--- config.mk ---
export PLATFORM = sky130hd
export DESIGN_NAME = ldpc_ber_popcount
export DESIGN_NICKNAME = d
export VERILOG_FILES = /design/src/rtl/ldpc_ber_tester_dout_checker_popcount.sv
export SDC_FILE = /design/constraint.sdc
export NUM_CORES = 1
export LEC_CHECK = 0
export CORE_ASPECT_RATIO = 1.1
export CORE_MARGIN = 5
export CORE_UTILIZATION = 46
export CTS_CLUSTER_DIAMETER = 60
export DETAILED_ROUTE_END_ITERATION = 16
export PLACE_DENSITY = 0.79
export SYNTH_ARGS = -nofsm -noshare
export SYNTH_HDL_FRONTEND = slang
export SYNTH_SLANG_ARGS = --single-unit
--- constraint.sdc ---
create_clock -name clk -period 0.8 [get_ports clk]
set_input_delay 0.16 -clock clk [delete_from_list [all_inputs] [get_ports clk]]
set_output_delay 0.16 -clock clk [all_outputs]
set_load 0.02 [all_outputs]
--- src/rtl/ldpc_ber_tester_dout_checker_popcount.sv ---
// Counts set bits of one beat; 1-cycle latency, no flow control (pipeline valid kept by the caller).
// Output width $clog2(W)+1 holds the all-ones count.
module ldpc_ber_popcount #(
    parameter int W = 128
) (
    input  logic                 clk,
    input  logic                 reset,
    input  logic [W-1:0]         din,
    output logic [$clog2(W):0]   cnt
);
    logic [$clog2(W):0] sum;

    always_comb begin
        sum = '0;
        for (int i = 0; i < W; i++) begin
            sum = sum + ($clog2(W)+1)'(din[i]);
        end
    end

    always_ff @(posedge clk or posedge reset) begin
        if (reset) cnt <= '0;
        else       cnt <= sum;
    end

endmodule

Word-level counts from Yosys, hierarchy flattened

Index checks and enable logic that the tools add are counted.
W data, S select, Z words.

$add $sub $neg: 127

Operators by type and width:

| cell          | count |
|---|---|
| $add A8 B1 Y8 | 120 |
| $add A7 B1 Y8 | 1 |
| $add A6 B1 Y7 | 1 |
| $add A5 B1 Y6 | 1 |
| $add A4 B1 Y5 | 1 |
| $add A3 B1 Y4 | 1 |
| $add A2 B1 Y3 | 1 |
| $add A1 B1 Y2 | 1 |

Bits of input ports: 130
Logic and storage cells: 128
Output and inout bits: 8
Register bits after elaboration: 8

Longest topological paths before layout

Gate-level depths: netlist of the first run.

Depth after elaboration: 127
Mapped depth: 26
Gate-level depth less buffers: 26

Least setup slack after synthesis of the first run

Ideal clock, no wire load.

Kind: in2reg
Start point: input port din[107]
End point: register cnt[6]
Data arrival time: 6.526 ns
Setup slack: -5.806 ns
Stages on the path: 26
Required time: 0.720 ns
Path buffers: 0
Setup time: 0.080 ns
Path through: inv_1 fa_1 inv_1 fa_1 inv_1 fa_1 inv_1 fa_1 inv_1 fa_1 inv_1 fa_1 inv_1 fa_1 inv_1 fa_1 inv_1 fa_1 fa_1 inv_1 ha_1 fa_1 a211oi_2 o21bai_1 a21oi_1 xnor2_1

Word-level cells in the longest chain between the ends: 21

Ends and longest elaborated chain:

| what                        | line | source |
|---|---|---|
| start, declared             | 8    | `input logic [W-1:0] din,` |
| $add A8 B1 Y8 (21 in a row) | 16   | `sum = sum + ($clog2(W)+1)'(din[i]);` |
| named net sum[6]            | 11   | `logic [$clog2(W):0] sum;` |
| end signal, assigned        | 22   | `else cnt <= sum;` |
| end, declared               | 9    | `output logic [$clog2(W):0] cnt` |

The timed path passes the listed nets, and every way through them passes these cells.

Worst setup path in the final report of the first run

Start point: input port din[7]
End point: register cnt[6]

Word-level cells in the longest chain between the ends: 121

Ends and longest elaborated chain:

| what                         | line |
|---|---|
| $add A7 B1 Y8                | 16 |
| $add A8 B1 Y8 (120 in a row) | 16 |
| named net sum[6]             | 11 |

The timed path passes the listed nets, and every way through them passes these cells.

==> results of run 1 <==
-- path summary, 6_finish.rpt --
kind                       startpoint               end  cells after the start
max                            din[7]  cnt[6]$_DFF_PP0_                     19
min                             reset  cnt[4]$_DFF_PP0_                      2
max in group asynchronous       reset  cnt[7]$_DFF_PP0_                      2
min in group clk               din[2]  cnt[0]$_DFF_PP0_                      2
-- metrics by stage --
step	TNS, ps	util, %	hold WS [ps]
6_report	-44430	68.0	179
5_1_grt	-46320	68.0	233
4_1_cts	-45530	68.2	190
3_5_place_dp	-51920	68.7	413
3_3_place_gp	-51000	68.7	413
2_1_floorplan	-43270	-	-24.3
-- timing repair --
action | 4_1_cts | 5_1_grt
setup endpoints to repair | 16 | 16
hold buffers | 0 | 0
pin swaps | 68 | 46
gates resized for setup | 167 | 39
-- layout make-up --
| type | instances | area, µm² | area share [%] |
|---|---|---|---|
| Sequential cell | 8 | 200 | 3.90 |
| Tap cell | 105 | 131 | 2.56 |
| Clock buffer | 3 | 41.3 | 0.804 |
| Inverter | 173 | 659 | 12.8 |
| Multi-Input combinational cell | 160 | 2780 | 54.1 |
| Timing Repair Buffer | 144 | 1330 | 25.8 |
-- cells by family (layout without fill, tap and decap cells) --
family	count (synthesis)	after routing	share of synthesized area (%)
AOI/OAI and AO/OA	12	12	2.29
DFF	8	8	5.55
buffers and inverters	173	320	18.0
and+or+nand+nor	3	3	0.416
xor gates and xnor gates	5	5	1.21
adders and majority gates	140	140	72.5
-- critical path, delay by kind of cell --
kind / cells / cell delay [ps]
xor gates and xnor gates: 1 / 130
adders and majority gates: 12 / 5440
buffers and inverters: 3 / 510
AOI/OAI and AO/OA: 3 / 420
-- per-layer routing --
layer	vias to the layer above	GRT usage [%]	share of wire, %
met1	1217	16.6	34
met5	-	0	0
li1	1185	-	-
met3	4	2.12	5.7
met4	0	1.33	0.27
met2	71	32.5	60
-- cell usage in the layout (no fill, tap or decap), types with 7 or more instances in the layout --
master / Yosys / final
clkbuf_2: 0 / 8
buf_4: 0 / 7
clkdlybuf4s15_1: 0 / 13
fa_1: 115 / 112
buf_2: 0 / 9
inv_2: 0 / 29
ha_1: 25 / 24
buf_6: 0 / 9
dfrtp_1: 8 / 8
clkdlybuf4s50_1: 0 / 68
dlygate4sd2_1: 0 / 28
inv_1: 173 / 142
==> results.cfg, run 1 <==
[run_status]
status = finished with violations
violations = negative setup slack

[layout]
syn_to_final_growth_pct = 42.5
fin_cells = 593
num_antenna_cells = 0
top_register = cnt
finalNetCount = 760
n_fill_cell = 614
reg_top3 = cnt: 8 flops
drive_gt1_share_pct = 15.6
fin_area_mm2 = 0.00514
largest_reg_flops = 8

[cts]
cts_setup_buffers = 0
cts_buffer_depth = 2
cts_tree = built
cts_root_buf = clkbuf_8
cts.sinks = 8
cts_buffers = 3
cts.clk_slew.worst_paths_ps = 40
htree_levels = 1

[critical_path]
cp_cell_sequence = clkdlybuf4s50_1 -> fa_1 -> fa_1 -> fa_1 -> fa_1 -> fa_1 -> fa_1 -> fa_1 -> fa_1 -> inv_2 -> fa_1 -> fa_1 -> inv_2 -> ha_4 -> fa_2 -> a211oi_2 -> o21bai_1 -> a21oi_1 -> xnor2_1
slowest_stage = fa_1
endpoint_kind = flip-flop
critPathMaxFanout = 3
cp_common_cell = fa_1
critical-path-max-stage-delay_ps = 560
arrival_ps = 6670
startpoint_type = input pin
critPathRequiredTime_ps = 940
critPathKind = in -> reg

[yosys]
synth_common_cells = inv_1 (173), fa_1 (115), ha_1 (25), dfrtp_1 (8), a21oi_1 (4)
yosys.area.top_type_share_pct = 63.8
ys.flop_type = dfrtp_1
synth_most_common_cell = inv_1
yosys.area.top_type = fa_1
avgSynthCellArea_um2 = 10.6
synth-seq-cells = 8
async_reset_ff_share_pct = 100
ys_types = 17
seq_area_frac_synth_pct = 5.55
synth.net_count = 611
syn_inst = 341
synth-edff-count = 0
synth_area_leaders = fa_1 (64%), inv_1 (18%), ha_1 (8.7%), dfrtp_1 (5.6%), xnor2_1 (0.73%)
syn_area_mm2 = 0.00361
yosys_warnings = 0

[placed_design]
place_congestion = 0.772
dp_cells = 590
port-buffer-count = 137
detailed_place.area_mm2 = 0.00519
dpl.hpwl_mm = 7.12
pre_cts_ws_ps = -6490

[global_routing]
grt.total_usage_pct = 15.4
grt_max_degree = 9
grt_pass1_wl_mm = 11.9
grt_overflow_total = 0
grt_pass1_vias = 2987
antenna_found_initial = 0

[floorplanning]
core_mm2 = 0.00756
num_io_pins = 138
die_w_um = 94.4
dieArea_mm2 = 0.00971
row_count = 33
die_h_um = 103
initial_core_util_pct = 47.7

[route]
first_pass_iters = 4
ant_nets = 0
drt_iter0_markers = 12
routed_wl_mm = 6.99
drc = 0
vias_per_cell = 4.18
num_vias = 2477
wl_per_cell_um = 11.8

[timing]
slew_headroom_pct = 81.3
setup-violations-final = 16
timing_hold_violations_final = 0
max_clock_freq_mhz = 153
tightestPinTransition_ps = 280
finalCritPeriodShare_pct = 816
setup_ws_ps = -5730
period_needed_ps = 6530
rsz0062_at_grt = yes
slew_violations = 0

[hold_path]
hold_path.class = in -> async

[flow_run]
max_cap_viol_count = 0
Power of run 1 is left out: the tool's default activity adds up to more than one toggle a clock period on the data nets, which glitch-free logic cannot reach.
==> inputs of run 2 (changes only) <==
--- a/config.mk
+++ b/config.mk
@@ -5,6 +5,7 @@
 export SDC_FILE = /design/constraint.sdc
 export NUM_CORES = 1
 export LEC_CHECK = 0
+export ABC_AREA = 1
 export CORE_ASPECT_RATIO = 1.1
 export CORE_MARGIN = 5
 export CORE_UTILIZATION = 46
==> results.cfg, run 2 <==
[run_status]
status = finished with violations
violations = negative setup slack

[yosys]
syn_area_mm2 = 0.00366
avgSynthCellArea_um2 = 10.2
synth-edff-count = 0
synth_common_cells = inv_1 (179), fa_1 (115), ha_1 (25), nand2_1 (16), dfrtp_1 (8)
yosys.area.top_type_share_pct = 63.0
syn_inst = 360
synth.net_count = 630
yosys_warnings = 0
ys.flop_type = dfrtp_1
ys_types = 14
seq_area_frac_synth_pct = 5.48
synth_area_leaders = fa_1 (63%), inv_1 (18%), ha_1 (8.6%), dfrtp_1 (5.5%), nand2_1 (1.6%)
yosys.area.top_type = fa_1
synth_most_common_cell = inv_1
synth-seq-cells = 8
async_reset_ff_share_pct = 100

[critical_path]
critical_path.top_delay_family = adder cells
arrival_ps = 6430
slowest_stage = fa_1
critical-path-max-stage-delay_ps = 540
critPathMaxFanout = 2
endpoint_kind = flip-flop
critPathRequiredTime_ps = 910
cp_common_cell = fa_1
startpoint_type = input pin
critPathKind = in -> reg
cp_num_buf_inv = 11

[cts]
cts_buffers = 3
cts_tree = built
cts.clk_slew.worst_paths_ps = 40
cts_buffer_depth = 2
htree_levels = 1
cts_root_buf = clkbuf_8
cts.sinks = 8
hold_buffers = 0

[layout]
layout_common_cells = inv_1 (141), fa_1 (103), clkdlybuf4s50_1 (66), inv_2 (37), ha_1 (23)
n_fill_cell = 633
num_antenna_cells = 0
syn_to_final_growth_pct = 42.7
finalNetCount = 779
final_common_cell = inv_1
layout.area.seq_um2 = 200
drive_gt1_share_pct = 23.9
multi_input_area_mm2 = 0.00287
largest_reg_flops = 8
reg_top3 = cnt: 8 flops
top_register = cnt

[floorplanning]
dieArea_mm2 = 0.00983
core_mm2 = 0.00783
num_io_pins = 138
row_count = 34
die_h_um = 104
die_w_um = 95
initial_core_util_pct = 46.7

[route]
drt_iter0_markers = 31
wl_per_cell_um = 12.0
first_pass_iters = 4
num_vias = 2629
drc = 0
routed_wl_mm = 7.35
vias_per_cell = 4.27
ant_nets = 0

[hold_path]
hold_path.class = in -> async

[global_routing]
grt_max_degree = 9
grt_pass1_wl_mm = 12.6
grt_pass1_vias = 3150
grt.total_usage_pct = 16.0
antenna_found_initial = 0
grt_overflow_total = 0

[placed_design]
port-buffer-count = 137
pre_cts_ws_ps = -6260
dpl.hpwl_mm = 7.19
place_congestion = 0.789

[timing]
timing_hold_violations_final = 0
setup_ws_ps = -5520
period_needed_ps = 6320
rsz0062_at_grt = yes
setup-violations-final = 16
finalCritPeriodShare_pct = 790
tightestPinTransition_ps = 267
max_clock_freq_mhz = 158
hold_ws_ps = 169
slew_violations = 0
slew_headroom_pct = 82.1

[flow_run]
max_cap_viol_count = 0
==> run 2: per-layer routing <==
metal	track usage, %	vias to the layer above	share of wire, %
li1	-	1233	-
met1	16.0	1283	31
met2	32.0	89	59
met4	5.88	0	3.6
met5	0	-	0
met3	2.25	24	5.7
==> run 2: how the worst max path moves through the flow <==
stage | to | cells past startpoint | start | slack, ps
after floorplan | cnt[6]$_DFF_PP0_ | 28 | din[107] | -5490
after global placement | cnt[6]$_DFF_PP0_ | 29 | din[107] | -6180
after detailed placement | cnt[6]$_DFF_PP0_ | 29 | din[107] | -6260
after CTS | cnt[6]$_DFF_PP0_ | 27 | din[47] | -5610
after global routing | cnt[6]$_DFF_PP0_ | 29 | din[107] | -5700
final | cnt[6]$_DFF_PP0_ | 29 | din[107] | -5520
==> run 2: cell families (layout without fill, tap and decap cells) <==
logic type / count (synthesis) / count (layout) / share of synthesized area, %
buf+inv: 179 / 326 / 18.4
flops: 8 / 8 / 5.48
fa+ha+maj: 140 / 140 / 71.5
xor+xnor: 3 / 3 / 0.719
simple gates: 27 / 27 / 3.49
compound gates: 3 / 3 / 0.411
==> run 2: per-stage QoR <==
step	cell area (µm²)	setup TNS, ps	std cells	utilization [%]
after global routing	5220	-44550	615	66.7
after detailed placement	5230	-50700	611	66.8
after floorplan	3680	-42400	360	-
after CTS	5200	-43550	614	66.4
after global placement	5230	-49910	611	66.8
final	5220	-43030	615	66.7
==> run 2: layout make-up <==
cell class,count,share of cell area (%)
Clock buffer,3,0.791
Tap cell,108,2.59
Inverter,179,13.0
Sequential cell,8,3.84
Timing Repair Buffer,144,24.7
Multi-Input combinational cell,173,55.1
==> run 2: what timing repair did <==
item	in CTS	in global routing
endpoints found under the setup margin	16	16
pin swaps	80	43
cloned	0	0
buffers inserted	0	2
resized for setup	240	47
Power of run 2 is left out for the same reason.
==> inputs of run 3 (changes only) <==
--- a/config.mk
+++ b/config.mk
@@ -6,6 +6,7 @@
 export NUM_CORES = 1
 export LEC_CHECK = 0
 export ABC_AREA = 1
+export CAP_MARGIN = 20
 export CORE_ASPECT_RATIO = 1.1
 export CORE_MARGIN = 5
 export CORE_UTILIZATION = 46
==> results of run 3 <==
The final DEF is identical to that of run 2; final timing and power are the same.
Power of run 3 is left out for the same reason.
